<file path="src/rtl/mem_bus_router.sv">
`default_nettype none
`timescale 1ns/1ps
// ============================================================================
// Module   : mem_bus_router
// Brief    : Routes single-outstanding CPU native-port transactions to the
//            8 KB BRAM controller, a local LED register, a local bus status
//            register, or an unmapped-space error responder. All outputs are
//            registered.
// Options  : BUS_TIMEOUT_EN - when defined, abandons a BRAM request after
//            TIMEOUT_CYCLES cycles without bram_mem_ready and answers with
//            32'hDEAD_BEEF plus a sticky bus_error.
// Revision : 1.0 - initial release
// ============================================================================
module mem_bus_router #(
    parameter int          BRAM_ADDR_BITS = 13,
    parameter logic [31:0] LED_ADDR       = 32'hF000_1000,
    parameter logic [31:0] STAT_ADDR      = 32'hF000_1004,
    parameter int          LED_WIDTH      = 8,
    parameter int          TIMEOUT_CYCLES = 16
) (
    input  logic                 clk,
    input  logic                 reset,
    input  logic                 cpu_mem_valid,
    output logic                 cpu_mem_ready,
    input  logic [31:0]          cpu_mem_addr,
    input  logic [31:0]          cpu_mem_wdata,
    input  logic [3:0]           cpu_mem_wstrb,
    output logic [31:0]          cpu_mem_rdata,
    output logic                 bram_mem_valid,
    input  logic                 bram_mem_ready,
    output logic [31:0]          bram_mem_addr,
    output logic [31:0]          bram_mem_wdata,
    output logic [3:0]           bram_mem_wstrb,
    input  logic [31:0]          bram_mem_rdata,
    output logic [LED_WIDTH-1:0] led,
    output logic                 bus_error
);

    localparam logic [1:0]  c_IDLE     = 2'd0;
    localparam logic [1:0]  c_BRAM_REQ = 2'd1;
    localparam logic [1:0]  c_RESP     = 2'd2;
    localparam logic [31:0] c_ERR_DATA = 32'hDEAD_BEEF;

    logic [1:0]           r_state;
    logic [1:0]           w_next_state;
    logic                 w_cpu_ready_nxt;
    logic                 w_bram_valid_nxt;
    logic                 w_timeout;

    logic                 r_cpu_ready;
    logic [31:0]          r_rdata;
    logic                 r_bram_valid;
    logic [31:0]          r_bram_addr;
    logic [31:0]          r_bram_wdata;
    logic [3:0]           r_bram_wstrb;
    logic [LED_WIDTH-1:0] r_led;
    logic                 r_bus_error;
    logic [LED_WIDTH-1:0] w_led_wr;

    // Address decode; the two local registers match on the word address only
    wire logic w_is_write  = |cpu_mem_wstrb;
    wire logic w_hit_bram  = (cpu_mem_addr[31:BRAM_ADDR_BITS] == '0);
    wire logic w_hit_led   = (cpu_mem_addr[31:2] == LED_ADDR[31:2]);
    wire logic w_hit_stat  = (cpu_mem_addr[31:2] == STAT_ADDR[31:2]);

    // Byte-lane merge of write data into the LED register
    for (genvar i = 0; i < LED_WIDTH; i++) begin : g_led_bits
        assign w_led_wr[i] = cpu_mem_wstrb[i/8] ? cpu_mem_wdata[i] : r_led[i];
    end

`ifdef BUS_TIMEOUT_EN
    localparam int c_TMO_W = $clog2(TIMEOUT_CYCLES) + 1;
    logic [c_TMO_W-1:0] r_tmo_cnt;

    // Count cycles spent waiting in BRAM_REQ; cleared in every other state
    always_ff @(posedge clk) begin
        if (reset || (r_state != c_BRAM_REQ)) begin
            r_tmo_cnt <= '0;
        end else begin
            r_tmo_cnt <= r_tmo_cnt + 1'b1;
        end
    end

    // A completion in the final waiting cycle still wins over the timeout
    assign w_timeout = (r_state == c_BRAM_REQ) && !bram_mem_ready &&
                       (r_tmo_cnt == c_TMO_W'(TIMEOUT_CYCLES - 1));
`else
    assign w_timeout = 1'b0;
`endif

    // State register
    always_ff @(posedge clk) begin
        if (reset) begin
            r_state <= c_IDLE;
        end else begin
            r_state <= w_next_state;
        end
    end

    // Next-state logic
    always_comb begin
        w_next_state = r_state;
        case (r_state)
            c_IDLE: begin
                if (cpu_mem_valid) begin
                    w_next_state = w_hit_bram ? c_BRAM_REQ : c_RESP;
                end
            end
            c_BRAM_REQ: begin
                if (bram_mem_ready || w_timeout) begin
                    w_next_state = c_RESP;
                end
            end
            default: w_next_state = c_IDLE;
        endcase
    end

    // Handshake outputs are registered, so derive them from the next state
    always_comb begin
        w_cpu_ready_nxt  = (w_next_state == c_RESP);
        w_bram_valid_nxt = (w_next_state == c_BRAM_REQ);
    end

    // Datapath: request latch, local register accesses and response data
    always_ff @(posedge clk) begin
        if (reset) begin
            r_cpu_ready  <= 1'b0;
            r_rdata      <= '0;
            r_bram_valid <= 1'b0;
            r_bram_addr  <= '0;
            r_bram_wdata <= '0;
            r_bram_wstrb <= '0;
            r_led        <= '0;
            r_bus_error  <= 1'b0;
        end else begin
            r_cpu_ready  <= w_cpu_ready_nxt;
            r_bram_valid <= w_bram_valid_nxt;
            case (r_state)
                c_IDLE: begin
                    if (cpu_mem_valid) begin
                        if (w_hit_bram) begin
                            r_bram_addr  <= cpu_mem_addr;
                            r_bram_wdata <= cpu_mem_wdata;
                            r_bram_wstrb <= cpu_mem_wstrb;
                        end else if (w_hit_led) begin
                            if (w_is_write) begin
                                r_led   <= w_led_wr;
                                r_rdata <= '0;
                            end else begin
                                r_rdata <= 32'(r_led);
                            end
                        end else if (w_hit_stat) begin
                            if (w_is_write) begin
                                if (cpu_mem_wstrb[0] && cpu_mem_wdata[0]) begin
                                    r_bus_error <= 1'b0;
                                end
                                r_rdata <= '0;
                            end else begin
                                r_rdata <= {31'b0, r_bus_error};
                            end
                        end else begin
                            r_rdata     <= w_is_write ? 32'h0 : c_ERR_DATA;
                            r_bus_error <= 1'b1;
                        end
                    end
                end
                c_BRAM_REQ: begin
                    if (bram_mem_ready) begin
                        r_rdata <= (r_bram_wstrb == 4'b0000) ? bram_mem_rdata : 32'h0;
                    end else if (w_timeout) begin
                        r_rdata     <= c_ERR_DATA;
                        r_bus_error <= 1'b1;
                    end
                end
                default: ;
            endcase
        end
    end

    assign cpu_mem_ready  = r_cpu_ready;
    assign cpu_mem_rdata  = r_rdata;
    assign bram_mem_valid = r_bram_valid;
    assign bram_mem_addr  = r_bram_addr;
    assign bram_mem_wdata = r_bram_wdata;
    assign bram_mem_wstrb = r_bram_wstrb;
    assign led            = r_led;
    assign bus_error      = r_bus_error;

endmodule
`default_nettype wire
</file>
<file path="config.mk">
export PLATFORM = sky130hd
export DESIGN_NAME = mem_bus_router
export DESIGN_NICKNAME = d
export VERILOG_FILES = /design/src/rtl/mem_bus_router.sv
export SDC_FILE = /design/constraint.sdc
export NUM_CORES = 1
export LEC_CHECK = 0
export CAP_MARGIN = 20
export CORE_AREA = 4 4 124 126
export CTS_BUF_LIST = sky130_fd_sc_hd__clkbuf_8
export CTS_CLUSTER_DIAMETER = 30
export CTS_CLUSTER_SIZE = 28
export DETAILED_ROUTE_END_ITERATION = 10
export DIE_AREA = 0 0 128 130
export GPL_TIMING_DRIVEN = 0
export PLACE_DENSITY = 0.64
export SKIP_CTS_REPAIR_TIMING = 1
export SLEW_MARGIN = 20
export SYNTH_ARGS = -nofsm -noshare
export SYNTH_HDL_FRONTEND = slang
export SYNTH_SLANG_ARGS = --single-unit
</file>
<file path="constraint.sdc">
create_clock -name clk -period 2.7 [get_ports clk]
set_input_delay 0.675 -clock clk [delete_from_list [all_inputs] [get_ports clk]]
set_output_delay 0.675 -clock clk [all_outputs]
set_load 0.01 [all_outputs]
</file>
==> flow_summary.toml <==
[cells_and_area]
nNetsFinal = 819
fin_area_sq_um = 7010
area_growth_pct = 67.8
drive_gt1_share_pct = 8.52
final_common_cell = "clkdlybuf4s50_1"
fin_util_pct = 49.0
antenna_cells = 0
final_cell_mix = "clkdlybuf4s50_1 (213), nand2_1 (136), dfxtp_1 (113)"

[yosys]
synth_edf_count = 0
netlist_area_sq_um = 4180
synthCells = 483
synthFlopType = "dfxtp_1"
yosysWarningCount = 0
syn_nets = 587
ys_ff_latch = 113
ys_types = 40
syn_avg_cell_area_sq_um = 8.65
seq_area_frac_synth_pct = 54.1
synth-async-reset-ratio_pct = 0

[placed_design]
place_area_sq_um = 6540
dp_slack_ns = -0.526
place_congestion = 0.785
portBuffers = 213
dp.final_hpwl_mm = 10.9

[setup_path]
critical_path_arrival_ns = 2.79
cp-start-kind = "primary input"
end_kind = "flip-flop"
cp.required_ns = 3.00
reg2reg_depth = 5
critPathMaxFanout = 10
critPathKind = "primary input to flip-flop"

[sta]
fmax_ghz = 0.402
clock_skew_ns = 0.0160
worst_pin_slew_ns = 0.626
finalMaxSlewViolations = 0
post-route-period-util_pct = 92.1
setup_viol = 0
min_period_ns = 2.49
setup_slack_ns = 0.212
slew_headroom_pct = 58.3
rsz0062_at_grt = "false"
finalHoldViolCount = 0

[pwr]
peakVddDrop_mv = 0.337
clkPwrFrac_pct = 46.6
comb_power_share_pct = 10.0
seqPwrFrac_pct = 43.4
p_per_area_nw_per_um2 = 567
finalPower_uw = 3980
switching_share_pct = 23.3
p_int_uw = 3050
p_sw_uw = 929
p_leak_uw = 0.00243

[worst_hold_path]
hold_depth = 2
hold_path.class = "flip-flop to flip-flop"

[clock_tree]
cts_tree = "done"
clock_latency_ns = 0.44
path_clk_slew_ns = 0.07
ctsLongestPathBuffers = 2
cts.sinks = 113
cts_root_buf = "clkbuf_8"
cts_inserted_buffers = 17
h-tree-depth = 4

[routing]
viasPerCell = 4.56
wire_per_inst_microns = 15.3
wirelength_mm = 14.0
via_count = 4159
drt_iter0_markers = 108
drc = 0
antenna_left = 0
drt_first_pass_iters = 4

[global_routing]
grt.total_usage_pct = 16.6
first_global_vias = 4267
grt_max_degree = 17
grt_pass1_wl_mm = 21.6
overflow = 0
antenna_found_initial = 0

[die]
start_util_pct = 29.2
dieWidth_microns = 128
row_count = 44
die_h_microns = 130
die_area_sq_um = 16600
io_pins = 215
core_sq_um = 14300

[job]
maxCapViolCount = 0

[outcome]
outcome = "finished clean"
## cells in the mapped netlist, drive strengths merged (3+ instances only)
cell	instances	area, sq um
a21oi	59	295
nor3	4	30.0
nand3	8	45.0
nand2	136	510
nor4	7	110
nor2	46	173
mux2i	8	80.1
nand4	3	25.0
and2	19	119
clkbuf	17	63.8
dfxtp	113	2260
a211oi	20	150
a311oi	6	52.6
buf	17	101
## final cells by class
cell class,instances,area (sq um)
Sequential cell,113,2260
Inverter,2,7.51
Clock inverter,15,230
Buffer,34,165
Multi-Input combinational cell,334,1750
Clock buffer,17,234
Fill cell,1394,7300
Timing Repair Buffer,213,2130
Tap cell,184,230
## power groups by stage
stage | clock (uW) | sequential [uW] | combinational (uW)
floorplan | 0 | 1780 | 108
finish | 1850 | 1730 | 399
global route | 1980 | 1730 | 431
detailed placement | 0 | 1760 | 401
CTS | 1900 | 1730 | 403
global placement | 0 | 1760 | 397
## sequential cells by signal, summed over array words and instances (netlist names)
name,count
bram_mem_addr,32
bram_mem_wdata,32
cpu_mem_rdata,32
led,8
bram_mem_wstrb,4
r_state,2
bram_mem_valid,1
bus_error,1
cpu_mem_ready,1
## layer usage
metal | vias up | GRT usage (%) | share of wire [%]
li1 | 2086 | - | -
met1 | 1911 | 18.7 | 41
met2 | 142 | 27.7 | 48
met3 | 20 | 7.53 | 9.5
met4 | 0 | 6.24 | 2.1
met5 | - | 0 | 0
## path summary, 6_finish.rpt
| kind | from | endpoint | slack [ns] |
|---|---|---|---|
| hold reg to reg | bram_mem_wdata[26] | bram_mem_wdata[26] | 0.45 |
| setup reg to reg | bram_mem_wstrb[3] | cpu_mem_rdata[12] | 0.59 |
| hold / removal | bram_mem_wdata[26] | bram_mem_wdata[26] | 0.45 |
| setup / recovery | cpu_mem_addr[20] | bram_mem_addr[6] | 0.21 |
## metrics by stage
step	cells	setup TNS, ns	hold WS (ns)
6_report	912	0	0.454
5_1_grt	912	0	0.474
4_1_cts	912	-0.358	0.456
3_5_place_dp	880	-25.79	0.446
3_3_place_gp	880	-23.30	0.440
2_1_floorplan	483	0	0.476
## cell families after synthesis
group                  synth area share [%]
muxes                                  2.19
AOI/OAI and AO/OA                      13.4
DFF                                    54.1
buffers and inverters                  4.13
and+or+nand+nor                        26.2
## worst max-delay path: stages
cell             delay [ns]
clkdlybuf4s50_1        0.45
nor4_4                 0.44
nand2_1                0.22
or3_1                  0.36
clkbuf_1               0.20
buf_6                  0.19
buf_6                  0.14
nand2_1                0.07
a21oi_1                0.06
No activity file was read; power rests on OpenSTA's default activity.
